===== src/rtl/lcd_cmd_arb.sv =====
// Two-requester arbiter and sequencer for the 17-bit LCD SPI frame transmitter.
// Define LCD_CMD_ARB_RR_EN for round-robin arbitration; default is fixed priority (req0 first).
module lcd_cmd_arb #(
  parameter int PRESCALER       = 100,
  parameter int SHORT_GAP_TICKS = PRESCALER * 50,
  parameter int LONG_GAP_TICKS  = PRESCALER * 2000,
  parameter int BUSY_TIMEOUT    = 15
) (
  input  logic        clk,
  input  logic        rst,
  input  logic [9:0]  req0_word,
  input  logic        req0_valid,
  output logic        req0_ready,
  input  logic [9:0]  req1_word,
  input  logic        req1_valid,
  output logic        req1_ready,
  output logic [16:0] spi_din,
  output logic        spi_vin,
  input  logic        spi_busy,
  output logic        grant_id,
  output logic        idle,
  output logic        err
);

  localparam int CW = $clog2(LONG_GAP_TICKS + 1);
  localparam logic [CW-1:0] LONG_LAST  = CW'(LONG_GAP_TICKS - 1);
  localparam logic [CW-1:0] SHORT_LAST = CW'(SHORT_GAP_TICKS - 1);
  localparam logic [CW-1:0] TMO_LAST   = CW'(BUSY_TIMEOUT - 1);

  typedef enum logic [2:0] {
    IDLE,
    START,
    WAIT_RISE,
    WAIT_FALL,
    GAP
  } state_t;

  state_t        state;
  logic [CW-1:0] cnt;
  logic          long_gap;
  logic          sel1;
  logic          accept;
  logic [9:0]    word_sel;
  logic [CW-1:0] gap_last;

`ifdef LCD_CMD_ARB_RR_EN
  logic ptr;
  assign sel1 = req1_valid && (!req0_valid || ptr);
`else
  assign sel1 = !req0_valid;
`endif

  assign req0_ready = !rst && (state == IDLE) && req0_valid && !sel1;
  assign req1_ready = !rst && (state == IDLE) && req1_valid && sel1;
  assign accept     = req0_ready || req1_ready;
  assign word_sel   = sel1 ? req1_word : req0_word;
  assign gap_last   = long_gap ? LONG_LAST : SHORT_LAST;
  assign idle       = (state == IDLE);

  // Clear display (0x01) and return home (0x02/0x03) need the long execution time.
  function automatic logic is_long(input logic [9:0] w);
    return !w[9] && (w[7:2] == 6'd0) && (w[1:0] != 2'd0);
  endfunction

  always_ff @(posedge clk or posedge rst) begin
    if (rst) begin
      state    <= IDLE;
      spi_din  <= '0;
      spi_vin  <= 1'b0;
      grant_id <= 1'b0;
      err      <= 1'b0;
      cnt      <= '0;
      long_gap <= 1'b0;
`ifdef LCD_CMD_ARB_RR_EN
      ptr      <= 1'b0;
`endif
    end else begin
      spi_vin <= 1'b0;
      unique case (state)
        IDLE: begin
          if (accept) begin
            spi_din  <= {6'b111110, word_sel, 1'b1};
            spi_vin  <= 1'b1;
            grant_id <= sel1;
            long_gap <= is_long(word_sel);
            cnt      <= '0;
`ifdef LCD_CMD_ARB_RR_EN
            ptr      <= !sel1;
`endif
            state    <= START;
          end
        end
        START: begin
          // cnt counts cycles since the strobe for the busy timeout
          cnt   <= cnt + 1'b1;
          state <= WAIT_RISE;
        end
        WAIT_RISE: begin
          if (spi_busy) begin
            state <= WAIT_FALL;
          end else if (cnt == TMO_LAST) begin
            err   <= 1'b1;
            cnt   <= '0;
            state <= GAP;
          end else begin
            cnt <= cnt + 1'b1;
          end
        end
        WAIT_FALL: begin
          if (!spi_busy) begin
            cnt   <= '0;
            state <= GAP;
          end
        end
        GAP: begin
          if (cnt == gap_last) begin
            state <= IDLE;
          end else begin
            cnt <= cnt + 1'b1;
          end
        end
        default: state <= IDLE;
      endcase
    end
  end

endmodule


===== config.mk =====
export PLATFORM = sky130hd
export DESIGN_NAME = lcd_cmd_arb
export DESIGN_NICKNAME = d
export VERILOG_FILES = /design/src/rtl/lcd_cmd_arb.sv
export SDC_FILE = /design/constraint.sdc
export NUM_CORES = 1
export LEC_CHECK = 0
export BUFFER_PORTS_ARGS = -buffer_cell sky130_fd_sc_hd__clkbuf_2
export CORE_MARGIN = 1.5
export CORE_UTILIZATION = 40
export DETAILED_ROUTE_END_ITERATION = 10
export SYNTH_ARGS = -nofsm -noshare
export SYNTH_HDL_FRONTEND = slang
export SYNTH_SLANG_ARGS = --single-unit

===== constraint.sdc =====
create_clock -name clk -period 3.2 [get_ports clk]
set_clock_uncertainty 0.05 [all_clocks]
set_input_delay 0.64 -clock clk [delete_from_list [all_inputs] [get_ports clk]]
set_output_delay 0.64 -clock clk [all_outputs]
set_load 0.05 [all_outputs]

Word-level counts from Yosys, hierarchy flattened
Index checks and enable logic that the tools add are counted.
- bitwise gates (word level): 1
- reduce and logical (&&, ||, !) cells: 19
- mux-type cells: 16
- add/subtract/negate cells: 1
- equality and inequality tests: 12
- operators with widths (cell ; count):
    18-bit two-way mux ; 6
    18-bit case mux with 5 select lines ; 1
    18-bit by 1-bit adder with 18-bit output, second input constant ; 1
    18-bit equality test ; 1
    18-bit by 4-bit equality test with 1-bit output, second input constant ; 1
    3-bit two-way mux ; 5
    3-bit case mux with 5 select lines ; 1
    10-bit two-way mux ; 1
    2-bit inequality test, second input constant ; 4
    1-bit logical AND ; 7
    3-bit by 2-bit equality test with 1-bit output, second input constant ; 2
    6-bit zero test ; 1
    5-bit AND reduction ; 1
    5-bit nonzero test ; 1
    4-bit AND reduction ; 1
    3-bit by 1-bit equality test with 1-bit output, second input constant ; 1
    3-bit equality test, second input constant ; 1
    1-bit zero test ; 3
    3-bit zero test ; 1
    3-bit inequality test, second input constant ; 1
    3-bit AND reduction ; 1
    1-bit two-way mux ; 2
    2-bit by 1-bit inequality test with 1-bit output, second input constant ; 1
    2-bit AND reduction ; 1
    other kinds (3) ; 3
- output and inout bits: 23
- bits in registers: 37
- bits of input ports: 25
- word-level logic and storage cells: 56

Longest topological paths before layout
Gate-level depths: netlist of the first run.
- depth in word-level cells: 7
- gate-level depth with buffers: 9
- depth with buffers taken out: 7

Worst setup path after synthesis of the first run
Ideal clock, no wire load.
- kind: input -> output
- start: input rst
- end: output req0_ready
- path buffers: 0
- data required time: 2510 ps
- stages: 2
- arrival: 2023 ps
- setup slack: 487 ps
- cell sequence: inv_1 and3_1
- cells in the longest elaborated chain, start to end: 4
- ends and longest elaborated chain (item ; RTL line ; text):
    start: declaration ; 10 ; input logic rst,
    1-bit zero test (no source line) ; n/a ;
    1-bit logical AND (3 in series) ; 53 ; assign req0_ready = !rst && (state == IDLE) && req0_valid && !sel1;
    end: declaration ; 13 ; output logic req0_ready,
No other way between the ends.

Final worst setup path of the first run
- start: register state[1]
- end: output req0_ready
- cells in the longest elaborated chain, start to end: 4
- ends and longest elaborated chain (item ; RTL line ; text):
    start: declaration ; 38 ; state_t state;
    start signal: assignment ; 67 ; state <= IDLE;
    start signal: assignment ; 90 ; state <= START;
    start signal: assignment ; 96 ; state <= WAIT_RISE;
    3-bit zero test ; 53 ;
    1-bit logical AND (3 in series) ; 53 ;
No other way between the ends.

==> summary.md, run 1 <==
| Metric | Value |
|---|---|
| Sequential fraction of design power | ~32% |
| Die Area | between 5000 and 6000 um2 |
| Num ports | 48 |
| Global-route wire length before repair | 8.15 mm |
| Ys Warns | 0 |
| WL final | ~4.8 mm |
| Clock power share | roughly 20% |
| Number of antenna diodes | 0 |
| CP max stage delay | ~460 ps |
| Slew HR | 52.6% |
| Max Buffers Root-to-Sink | 2 |
| DRT Pass-1 Iters | 5 |
| Crit path from | state[1] |
| WS Path Type | flop to output pin |
| HPWL after detailed placement | roughly 3.4 mm |
| Syn_nets | 260 |
| Gr usage total | 17.1% |
| GPL Wtd Cong | ~0.78 |
| Max-slew violation count | 0 |
| Seq/Total Area, Yosys | about two fifths |
| Layout Utilization | ~48% |
| Reg area | ~900 um2 |
| Initial antenna violation count | 0 |
| DRC | 0 |
| Reg2reg path depth | 5 |
| Fin. Hold Viols | 0 |
| Worst setup SP type | flop |
| CP max FO | 10 |
| Reg2Reg Launch Point | cnt[6] |
| Fillers | ~500 |
| Top-area cell type share of the netlist area | between 40% and 50% |
| Worst r2r dst | cnt[5] |
| DR vias | between 1500 and 2000 |
| Share of cells above drive strength 1 | 29.6% |
| Main synth FF type | dfrtp_1 |
| Vias in the first global route | around 1700 |
| Initial core utilization | approximately 42% |
| Min setup slack post-route | around 720 ps |
| DR WL/cell | between 10 and 15 um |
| RSZ-0062 raised after global routing | false |
| EDFF count, synth | 0 |
| Site Rows | 26 |
| Flop2flop setup slack | 790 ps |
| Max cap viols | 0 |
| Post-CTS Setup Inserts | 0 |
| Post-cts resize count | 0 |
| Crit-path cells | or3_1 -> inv_1 -> and3_1 -> clkbuf_2 |
| F_max | a little over 400 MHz |
| DRT iter0 DRCs | 110 |
| VDD IR max | roughly 500 uV |
| Detail Route Antenna Nets | 0 |
| Skew-Pair Late Insertion Delay | roughly 290 ps |
| Worst slew pin tran | 710 ps |
| CP arrival | between 1500 and 2000 ps |
| CTS tree | built |
| Hold Path Class | primary input to async pin |
| Mapped Cells | between 200 and 250 |
| Core Region | between 5000 and 6000 um2 |
| Multi-input gate area | ~1100 um2 |
| Final worst-path cycle share | between 70% and 80% |
| Syn Area/Cell | around 9.5 um2 |
| Internal power | between 1 and 1.5 mW |
| Cell variety after synth | 54 |
| Net Sw Power | approximately 0.96 mW |
| Die Span X | between 70 and 80 um |
| Main area contributors after synthesis | dfrtp_1, nor2_1, mux2i_1 |
| IO Port Bufs | 46 |
| Worst Setup EP | req0_ready |
| Post-synth ARST share | 100% |
| Post-Syn Area | 2210 um2 |
| Setup TNS | 0 ps |
| Largest area contributor in the netlist | dfrtp_1 |
| DP Worst Slack | a little under 600 ps |
| Status | finished, final reports clean |
| Switching Fraction | about 47% |
| Total CTS buffers | 5 |
| Critical Path RT | approximately 2500 ps |
| Die H | about 77 um |
| Clk sinks | 36 |
| Syn-to-layout area delta | 14.1% |
| Final setup fails | 0 |
| Most frequent cells after synthesis | dfrtp_1, nor2_1, nand2_1 |
| Total Nets Final | approximately 300 |
| Final min period | between 2000 and 2500 ps |
| Root Driver | clkbuf_8 |
| Top-count cell post-synth | dfrtp_1 |
| Reg clk slew, reported paths | ~80 ps |
| Combinational fraction of design power | approximately 48% |
| GRT overflow | 0 |
| Leak pwr | roughly 1.2 nW |
| H-tree depth | 2 |
| Setup crit end kind | output pin |
| Hold Buf Count CTS | 0 |
| Routed vias/inst | around 5.3 |
| Post-synthesis register bit count | 36 |
| Largest net degree at the start of global routing | 37 |
| CP max-delay cell | dfrtp_1 |
| Pwr Density | around 800 nW/um2 |
==> worst max-delay path: cells and delay by family (launching register included) <==
kind,cells,cell delay [ps]
and+or+nand+nor,2,630
DFF,1,460
buffers and inverters,2,400
==> final cells by class <==
| type | instances | share of cell area, % |
|---|---|---|
| sequential | 36 | 35.7 |
| tap | 70 | 3.48 |
| multi-input combinational | 171 | 45.4 |
| clock inverter | 3 | 1.69 |
| clock buffer | 5 | 2.73 |
| timing repair buffer | 49 | 10.0 |
| inverter | 6 | 0.894 |
==> through the flow <==
stage / power [mW] / std cells / hold WS [ps] / cell area [um2]
floorplan: 1.46 / 233 / 417 / 2210
global placement: 1.63 / 332 / 401 / 2410
detailed placement: 1.64 / 332 / 411 / 2410
CTS: 2.05 / 340 / 431 / 2520
global route: 2.16 / 340 / 467 / 2520
finish: 2.03 / 340 / 421 / 2520
==> worst min path at each step <==
| stage | from | endpoint | slack (ps) |
|---|---|---|---|
| 2_1_floorplan | state[2] | state[1] | 420 |
| 3_3_place_gp | err | err | 400 |
| 3_5_place_dp | err | err | 410 |
| 4_1_cts | rst | state[0] | 430 |
| 5_1_grt | err | err | 470 |
| 6_report | rst | spi_din[10] | 420 |
==> metal layers <==
| metal | share of wire [%] | track usage [%] | vias to the layer above |
|---|---|---|---|
| li1 | - | - | 925 |
| met1 | 50 | 24.2 | 848 |
| met2 | 45 | 26.0 | 38 |
| met3 | 3.8 | 3.33 | 7 |
| met4 | 1.1 | 6.18 | 0 |
| met5 | 0 | 0 | - |
==> cells by family after synthesis <==
kind of cell               after synthesis  synth area share, %
buffers and inverters                   26                 7.37
and+or+nand+nor                        107                 27.5
muxes                                   11                 5.04
DFF                                     36                 40.8
other                                    1                0.170
AOI/OAI and AO/OA                       50                 18.0
adders and majority gates                2                 1.13
==> state kept, by name, summed over array words and instances, names as in the netlist <==
register  cells
err           1
spi_din      11
state         3
grant_id      1
spi_vin       1
long_gap      1
cnt          18
==> cells in the final DEF (no fill, tap or decap), types with 3 or more instances in the layout <==
cell / n
a221o_2: 5
clkbuf_8: 5
and3_2: 4
nor2_1: 32
a211o_1: 3
o21ai_0: 6
nor4_1: 7
mux2i_1: 10
inv_1: 6
nand2_1: 18
dfrtp_1: 36
nand4_1: 5
a221o_1: 6
nand3_1: 6
and2_1: 3
and3_1: 9
a21oi_1: 13
buf_4: 3
and3b_1: 3
clkbuf_2: 46
==> power by group through the flow <==
stage / logic [mW] / clock network, mW / registers, mW
2_1_floorplan: 0.569 / 0 / 0.890
3_3_place_gp: 0.973 / 0 / 0.659
3_5_place_dp: 0.979 / 0 / 0.663
4_1_cts: 0.981 / 0.418 / 0.654
5_1_grt: 1.05 / 0.431 / 0.675
6_report: 0.972 / 0.400 / 0.654
No activity file was read; power rests on OpenSTA's default activity.
==> inputs of run 2 (changes only) <==
Clock period 3.2 ns to 2.4 ns, I/O delays scaled along.
==> summary.md, run 2 (same netlist as run 1, synthesis figures left out) <==
| Metric | Value |
|---|---|
| GRT overflow | 0 |
| Most frequent cells in the layout | clkbuf_2, dfrtp_1, nor2_1, nand2_1, a21oi_1 |
| Placed instance count | approximately 340 |
| CP max FO | 10 |
| Number of antenna diodes | 0 |
| Max cap viols | 0 |
| Commonest non-fill, non-tap cell in the layout | clkbuf_2 |
| Biggest regs | cnt x18, spi_din x11, state x3 |
| Fin. Hold Viols | 0 |
| Flop2flop setup slack | roughly 200 ps |
| Total Nets Final | approximately 300 |
| Largest net degree at the start of global routing | 37 |
| Final worst-path cycle share | between 90% and 100% |
| Pwr Density | 1060 nW/um2 |
| Total CTS buffers | 5 |
| Worst setup SP type | flop |
| Routed vias/inst | around 5.4 |
| Share of cells above drive strength 1 | 31.4% |
| Final setup fails | 0 |
| Final Non-Filler Cells | 347 |
| Initial core utilization | roughly 42% |
| WS Path Type | flop to output pin |
| Crit-path leading delay family | simple AND/OR/NAND/NOR gates |
| F_max | 439 MHz |
| Leak pwr | about 1.2 nW |
| DR WL/cell | ~14 um |
| Die H | 77.3 um |
| Clk sinks | 36 |
| Critical Path RT | 1870 ps |
| HPWL after detailed placement | approximately 3.7 mm |
| Vias in the first global route | roughly 1800 |
| Global-route wire length before repair | roughly 8.5 mm |
| Detail Route Antenna Nets | 0 |
| RSZ-0062 raised after global routing | false |
| Die Area | between 5000 and 6000 um2 |
| DRT iter0 DRCs | 80 |
| Site Rows | 26 |
| Root Driver | clkbuf_8 |
| Max FFs per register | 18 |
| Fillers | about 510 |
| Setup TNS | 0 ps |
| Max Buffers Root-to-Sink | 2 |
| DRT Pass-1 Iters | 4 |
| Reg2Reg Launch Point | cnt[3] |
| Setup crit end kind | output pin |
| Crit-path cells | or3_4 -> inv_1 -> and3_1 -> clkbuf_2 |
| Die Span X | 77.3 um |
| Max-slew violation count | 0 |
| CP max-delay cell | dfrtp_1 |
| Syn-to-layout area delta | 16.2% |
| Skew-Pair Late Insertion Delay | between 200 and 300 ps |
| CP max stage delay | ~480 ps |
| Gr usage total | 17.9% |
| Hold Path Class | primary input to async pin |
| Num ports | 48 |
| Reg clk slew, reported paths | 70 ps |
| DRC | 0 |
| Status | finished, final reports clean |
| Critical path buffers and inverters | 2 |
| Reg2reg path depth | 6 |
| CTS tree | built |
| WL final | roughly 5 mm |
| CP arrival | ~1800 ps |
| Core Region | between 5000 and 6000 um2 |
| Worst r2r dst | cnt[4] |
| Initial antenna violation count | 0 |
| H-tree depth | 2 |
| Final min period | approximately 2300 ps |
| VDD IR max | around 720 uV |
| Biggest register | cnt |
| IO Port Bufs | 46 |
| DR vias | between 1500 and 2000 |
| GPL Wtd Cong | 0.847 |
==> run 2: changes by cell type in the layout (fill, tap and decap cells not counted), sizes merged <==
| cell | delta |
|---|---|
| buf | +8 |
| clkbuf | +1 |
| clkinvlp | -1 |
| bufinv | -1 |
==> run 2: how the worst max path moves through the flow <==
stage                  start          to  slack [ps]  cells past startpoint
floorplan                rst  req0_ready           7                      2
CTS                   cnt[0]      cnt[4]          50                      7
finish              state[1]  req0_ready         120                      4
global route        state[1]  req1_ready          30                      5
global placement      cnt[3]      cnt[5]         100                      5
detailed placement    cnt[0]      cnt[5]          80                      7
==> run 2: layer usage <==
| metal | track usage, % | vias up | part of all wire [%] |
|---|---|---|---|
| li1 | - | 943 | - |
| met1 | 25.0 | 896 | 47 |
| met2 | 28.1 | 40 | 47 |
| met3 | 3.57 | 7 | 4.7 |
| met4 | 5.27 | 0 | 1.1 |
| met5 | 0 | - | 0 |
==> run 2: stage by stage <==
step                      total power [mW]  utilization, %  setup WS (ps)  instance area [um2]  hold slack, ps
after floorplan                       1.95               -           7.17                 2210             417
after global placement                2.24            47.0           98.9                 2450             401
after detailed placement              2.26            47.0           82.0                 2450             398
after CTS                             2.66            48.5           53.5                 2520             298
after global routing                  2.90            49.3           30.0                 2570             342
final                                 2.71            49.3            122                 2570             276
==> run 2: area by class of cell <==
| type | instances | area (um2) | share of cell area (%) |
|---|---|---|---|
| clock buffers | 6 | 72.6 | 2.83 |
| clock inverters | 1 | 5.00 | 0.195 |
| inverters | 6 | 22.5 | 0.878 |
| multi-input cells | 171 | 1150 | 44.8 |
| flip-flops and latches | 36 | 901 | 35.1 |
| well taps | 70 | 87.6 | 3.41 |
| repair buffers | 57 | 328 | 12.8 |
==> run 2: worst min-delay path: cells and delay by family <==
kind | cells | cell delay [ps]
buffers and inverters | 3 | 570
==> run 2: power breakdown <==
part / internal (mW) / leakage (nW) / switching [mW] / total (mW)
Combinational: 0.474 / 0.733 / 0.962 / 1.44
Clock: 0.197 / 0.0410 / 0.200 / 0.397
Sequential: 0.752 / 0.453 / 0.126 / 0.879
Total: 1.42 / 1.23 / 1.29 / 2.71
==> run 2: what timing repair did <==
item / 4_1_cts / 5_1_grt
endpoints found under the setup margin: 0 / 18
endpoints found under the hold margin: 0 / 0
buffers inserted: 0 / 3
hold buffers: 0 / 0
resized for setup: 0 / 3
